## src/rtl/mem_port_sched.sv

```systemverilog
// Arbitrates one single-port synchronous RAM between instruction fetch and load/store.
// Handles round-robin grant, byte-lane enables, load extension and access legality.
module mem_port_sched #(
  parameter int ADDR_W = 14
) (
  input  logic              clk,
  input  logic              rst,
  input  logic              if_req,
  input  logic [31:0]       if_addr,
  output logic              if_done,
  output logic [31:0]       if_rdata,
  output logic              if_err,
  input  logic              d_req,
  input  logic              d_we,
  input  logic [2:0]        d_memop,
  input  logic [31:0]       d_addr,
  input  logic [31:0]       d_wdata,
  output logic              d_done,
  output logic [31:0]       d_rdata,
  output logic              d_err,
  output logic              busy,
  output logic              mem_en,
  output logic [3:0]        mem_we,
  output logic [ADDR_W-1:0] mem_addr,
  output logic [31:0]       mem_wdata,
  input  logic [31:0]       mem_rdata
);

  localparam logic [1:0] IDLE   = 2'd0;
  localparam logic [1:0] ACCESS = 2'd1;
  localparam logic [1:0] RESP   = 2'd2;
  localparam logic [1:0] DONE   = 2'd3;

  logic [1:0]        state_q, state_d;
  logic              last_gnt_q;   // 1 = D was granted last
  logic              gnt_q;        // 1 = D owns the current transaction
  logic              we_q;
  logic [2:0]        memop_q;
  logic [1:0]        off_q;
  logic              mem_en_q;
  logic [3:0]        mem_we_q;
  logic [ADDR_W-1:0] mem_addr_q;
  logic [31:0]       mem_wdata_q;
  logic              if_done_q, if_err_q, d_done_q, d_err_q;
  logic [31:0]       if_rdata_q, d_rdata_q;

  logic              any_req, pick_d, acc_err, is_store;
  logic [31:0]       gnt_addr, st_wdata, shifted, ext;
  logic [3:0]        st_be;
  logic              unused_addr_bits;

  assign unused_addr_bits = ^{if_addr[31:ADDR_W+2], d_addr[31:ADDR_W+2]};

  always_comb begin
    any_req  = if_req | d_req;
    pick_d   = d_req & (~if_req | ~last_gnt_q);
    gnt_addr = pick_d ? d_addr : if_addr;
    is_store = pick_d & d_we;
    acc_err  = 1'b0;
    if (pick_d) begin
      if (d_we)
        acc_err = d_memop[2] | (d_memop[1:0] == 2'b11);
      else
        acc_err = (d_memop[1:0] == 2'b11) | (d_memop == 3'b110);
      if (d_memop[1:0] == 2'b01 && d_addr[0])
        acc_err = 1'b1;
      if (d_memop[1:0] == 2'b10 && d_addr[1:0] != 2'b00)
        acc_err = 1'b1;
    end else begin
      acc_err = (if_addr[1:0] != 2'b00);
    end

    st_be    = 4'b0000;
    st_wdata = '0;
    if (is_store) begin
      case (d_memop[1:0])
        2'b00:   begin st_be = 4'b0001 << d_addr[1:0]; st_wdata = {4{d_wdata[7:0]}};  end
        2'b01:   begin st_be = 4'b0011 << d_addr[1:0]; st_wdata = {2{d_wdata[15:0]}}; end
        default: begin st_be = 4'b1111;                st_wdata = d_wdata;            end
      endcase
    end

    shifted = mem_rdata >> {off_q, 3'b000};
    case (memop_q)
      3'b000:  ext = {{24{shifted[7]}}, shifted[7:0]};
      3'b001:  ext = {{16{shifted[15]}}, shifted[15:0]};
      3'b100:  ext = {24'h0, shifted[7:0]};
      3'b101:  ext = {16'h0, shifted[15:0]};
      default: ext = mem_rdata;
    endcase
    if (!gnt_q) ext = mem_rdata;

    state_d = state_q;
    case (state_q)
      IDLE:    if (any_req) state_d = acc_err ? DONE : ACCESS;
      ACCESS:  state_d = (gnt_q && we_q) ? DONE : RESP;
      RESP:    state_d = DONE;
      default: state_d = IDLE;
    endcase
  end

  always_ff @(posedge clk or posedge rst) begin
    if (rst) begin
      state_q     <= IDLE;
      last_gnt_q  <= 1'b1;
      gnt_q       <= 1'b0;
      we_q        <= 1'b0;
      memop_q     <= '0;
      off_q       <= '0;
      mem_en_q    <= 1'b0;
      mem_we_q    <= '0;
      mem_addr_q  <= '0;
      mem_wdata_q <= '0;
      if_done_q   <= 1'b0;
      if_err_q    <= 1'b0;
      if_rdata_q  <= '0;
      d_done_q    <= 1'b0;
      d_err_q     <= 1'b0;
      d_rdata_q   <= '0;
    end else begin
      state_q   <= state_d;
      if_done_q <= 1'b0;
      d_done_q  <= 1'b0;
      case (state_q)
        IDLE: if (any_req) begin
          gnt_q      <= pick_d;
          last_gnt_q <= pick_d;
          we_q       <= pick_d & d_we;
          memop_q    <= d_memop;
          off_q      <= gnt_addr[1:0];
          if (acc_err) begin
            if (pick_d) begin d_done_q  <= 1'b1; d_err_q  <= 1'b1; d_rdata_q  <= '0; end
            else        begin if_done_q <= 1'b1; if_err_q <= 1'b1; if_rdata_q <= '0; end
          end else begin
            mem_en_q    <= 1'b1;
            mem_addr_q  <= gnt_addr[ADDR_W+1:2];
            mem_we_q    <= st_be;
            mem_wdata_q <= st_wdata;
          end
        end
        ACCESS: begin
          mem_en_q <= 1'b0;
          mem_we_q <= '0;
          if (gnt_q && we_q) begin
            d_done_q <= 1'b1;
            d_err_q  <= 1'b0;
          end
        end
        RESP: begin
          if (gnt_q) begin d_done_q  <= 1'b1; d_err_q  <= 1'b0; d_rdata_q  <= ext; end
          else       begin if_done_q <= 1'b1; if_err_q <= 1'b0; if_rdata_q <= ext; end
        end
        default: ;
      endcase
    end
  end

  assign busy      = (state_q != IDLE);
  assign mem_en    = mem_en_q;
  assign mem_we    = mem_we_q;
  assign mem_addr  = mem_addr_q;
  assign mem_wdata = mem_wdata_q;
  assign if_done   = if_done_q;
  assign if_err    = if_err_q;
  assign if_rdata  = if_rdata_q;
  assign d_done    = d_done_q;
  assign d_err     = d_err_q;
  assign d_rdata   = d_rdata_q;

endmodule

```

## config.mk

```make
export PLATFORM = sky130hd
export DESIGN_NAME = mem_port_sched
export DESIGN_NICKNAME = d
export VERILOG_FILES = /design/src/rtl/mem_port_sched.sv
export SDC_FILE = /design/constraint.sdc
export NUM_CORES = 1
export LEC_CHECK = 0
export CORE_ASPECT_RATIO = 1.1
export CORE_MARGIN = 10
export CORE_UTILIZATION = 45
export CTS_BUF_LIST = sky130_fd_sc_hd__clkbuf_4 sky130_fd_sc_hd__clkbuf_8
export DETAILED_ROUTE_END_ITERATION = 6
export PLACE_DENSITY_LB_ADDON = 0.15
export RECOVER_POWER = 25
export SYNTH_ARGS = -nofsm -noshare
export SYNTH_HDL_FRONTEND = slang
export SYNTH_SLANG_ARGS = --single-unit
```

## constraint.sdc

```tcl
create_clock -name clk -period 5.6 [get_ports clk]
set_clock_uncertainty 0.2 [all_clocks]
set_input_delay 1.68 -clock clk [delete_from_list [all_inputs] [get_ports clk]]
set_output_delay 1.68 -clock clk [all_outputs]
set_load 0.02 [all_outputs]
```

==> results.cfg <==
[run_status]
status = finished with violations
failed_checks = max-capacitance violations, max-slew violations

[clock_tree]
cts_tree = done
clk_latency_ns = 0.44
clock_sinks = 129
htreeDepth = 4
clk_pin_slew_ns = 0.08
cts_resized = 0
clk_path_buf_depth = 2
holdBufCountCts = 0
numCtsBuffers = 17
root_buffer = clkbuf_8
cts_setup_buffers = 0

[global_route]
grt_pass1_vias = 5953
antenna_found_initial = 0
overflow = 0
grt_pass1_wl_mm = 33.2
track_usage = 0.213
grt_max_degree = 69

[detailed_routing]
drt-total-wl_mm = 21.0
drtIter0Drc = 504
drc = 0
drtPass1Iterations = 5
vias = 5691
antenna_left = 0
wl_per_cell_um = 20.6
via_per_inst = 5.57

[timing]
slew_headroom = -0.852
maxSlewViolCount = 62
fin_crit_sh = 0.770
hold_viol_final = 0
worst_pin_slew_ns = 2.76
min_period_ns = 4.31
rsz0062_at_grt = no
fmax_ghz = 0.232
setup_violations = 0
whs_ns = 0.302
setup-tns-final_ns = 0

[placement]
port_buffers = 223
dp_hpwl_mm = 15.3
dp_cells = 989
place_congestion = 0.897

[yosys]
ys_seq_area_frac = 0.497
ys_top_cells_by_count = dfrtp_1, o21ai_0, mux2i_1
postSynthAreaPerCell_um2 = 10.6
netlist-cell-type-count = 53
synth_area_leaders = dfrtp_1, mux2i_1, o21ai_0
synthesis.instances = 615
syn_nets = 755
synth-async-reset-ratio = 1.00
syn-cell-area_um2 = 6500
yosysMostFrequentCell = dfrtp_1
netlist.area_leader.share = 0.493
synth_edf_count = 0
ys_ff_latch = 129
yosys.area.top_type = dfrtp_1
yosys_warnings = 0
synthFlopType = dfrtp_1

[pwr]
pwr-share-clk = 0.169
p_int_uw = 2790
power_per_cell_area_nw_per_um2 = 521
seqPwrFrac = 0.312
p_comb_frac = 0.519
ir_worst_vdd_v = 0.000240
netSwitchingFraction = 0.420
switchingPower_uw = 2020
cellLeakagePower_uw = 0.00390

[setup_path]
crit_type = reg2out
start_kind = flip-flop
cp_num_buf_inv = 3
crit_path_frequent_cell = inv_1
crit_required_ns = 3.72
crit_family = buffers and inverters
max_stage_delay_ns = 0.62
crit_fanout = 14
worstPathCellList = inv_1, ha_1, inv_1, clkdlybuf4s50_1
slowest_stage = clkdlybuf4s50_1
crit_path_end_kind = primary output
cp.arrival_ns = 2.43

[floorplanning]
start_util = 0.456
core-area_um2 = 14300
core.rowCount = 46
dieHeight_um = 146
io_pins = 256
die_w_um = 135
dieArea_um2 = 19700

[final_layout]
area_growth_pct = 42.0
final.fill_count = 1218
final_cells = 1021
layout-drive-gt1-share = 0.0772
antennaDiodeCount = 0
fin_nets = 956

[flow_run]
cap_viol_max_count = 1

[worst_hold_path]
hold_path.class = reg2reg
==> kinds of logic (layout without fill, tap and decap cells) <==
| logic type | after synthesis | in the layout | synth area share |
|---|---|---|---|
| flip-flops | 129 | 129 | 0.497 |
| multiplexers | 80 | 80 | 0.128 |
| AND/OR/NAND/NOR | 73 | 73 | 0.0600 |
| buffers and inverters | 91 | 305 | 0.0602 |
| adder cells (fa/ha/maj) | 4 | 4 | 0.00770 |
| AO/OA/AOI/OAI | 238 | 238 | 0.247 |
==> layout by cell type, fill, tap and decap left out, drive strengths merged, types with 3 or more instances in the layout <==
cell type	synthesis	final
nand2b	20	20
o21ai	110	110
o2bb2ai	14	14
ha	4	4
a21oi	12	12
nor2b	13	13
mux2	7	7
inv	40	39
a31oi	3	3
mux2i	71	71
a22oi	22	22
nor2	16	16
o211ai	3	3
a211oi	9	9
a21o	3	3
clkbuf	29	24
nand2	11	11
dfrtp	128	128
clkinv	0	4
a2bb2oi	7	7
o31ai	10	10
clkdlybuf4s50	0	220
a22o	24	24
dlygate4sd3	0	3
nor3	3	3
clkinvlp	0	4
buf	22	9
o221ai	7	7
==> flip-flops by register name, summed over array words and instances, names as in the netlist <==
signal / count
mem_wdata: 32
mem_addr: 14
d_done: 1
off_q: 2
mem_we: 4
we_q: 1
d_err: 1
if_done: 1
last_gnt_q: 1
mem_en: 1
state_q: 2
gnt_q: 1
d_rdata: 32
if_err: 1
memop_q: 3
if_rdata: 32
==> worst reg2reg max path, stage by stage, from the launching register on <==
cell and delay [ns]:
dfrtp_1 0.42, inv_1 0.10, ha_1 0.72, nand2b_1 0.23, o21ai_2 0.10, buf_4 0.34, or2_2 0.60, o21ai_0 0.22
==> power by group through the flow <==
stage                     Combinational (uW)  Sequential [uW]  Clock (uW)
final                                   2500             1500         812
after global routing                    2700             1550         868
after global placement                  2480             1500           0
after floorplan                         1250             1780           0
after detailed placement                2530             1520           0
after CTS                               2540             1510         827
==> through the flow <==
step / setup slack (ns) / total power, uW / utilization / cell area (um2)
2_1_floorplan: 0.281 / 3020 / - / 6500
3_3_place_gp: 1.25 / 3990 / 0.619 / 8840
3_5_place_dp: 1.23 / 4050 / 0.619 / 8840
4_1_cts: 1.25 / 4870 / 0.647 / 9240
5_1_grt: 1.17 / 5110 / 0.647 / 9240
6_report: 1.29 / 4820 / 0.647 / 9240
==> routing by layer <==
metal | global-route usage | share of wire | up-vias
met1 | 0.252 | 0.41 | 2773
met3 | 0.0879 | 0.094 | 29
li1 | - | - | 2644
met2 | 0.342 | 0.48 | 245
met4 | 0.0692 | 0.017 | 0
met5 | 0 | 0 | -
==> cell type report <==
| cell class | count | area [um2] | share of cell area |
|---|---|---|---|
| repair buffers | 233 | 2320 | 0.251 |
| well taps | 192 | 240 | 0.0260 |
| multi-input cells | 395 | 2900 | 0.313 |
| clock buffers | 23 | 298 | 0.0322 |
| flip-flops and latches | 129 | 3230 | 0.350 |
| inverters | 40 | 151 | 0.0164 |
| clock inverters | 9 | 106 | 0.0115 |
==> path summary, 6_finish.rpt <==
path,from,end,slack [ns],depth (start not counted)
setup / recovery,state_q[1]$_DFFE_PP0N_,busy,1.29,4
hold / removal,mem_wdata[23]$_DFFE_PP0P_,mem_wdata[23]$_DFFE_PP0P_,0.30,1
setup reg to reg,state_q[0]$_DFFE_PP0N_,d_rdata[30]$_DFFE_PP0P_,2.53,7
hold reg to reg,mem_wdata[23]$_DFFE_PP0P_,mem_wdata[23]$_DFFE_PP0P_,0.30,1
max in group asynchronous,rst,d_rdata[19]$_DFFE_PP0P_,1.69,2
min in group asynchronous,rst,d_rdata[7]$_DFFE_PP0P_,2.26,2
(Power assumes the default switching activity.)
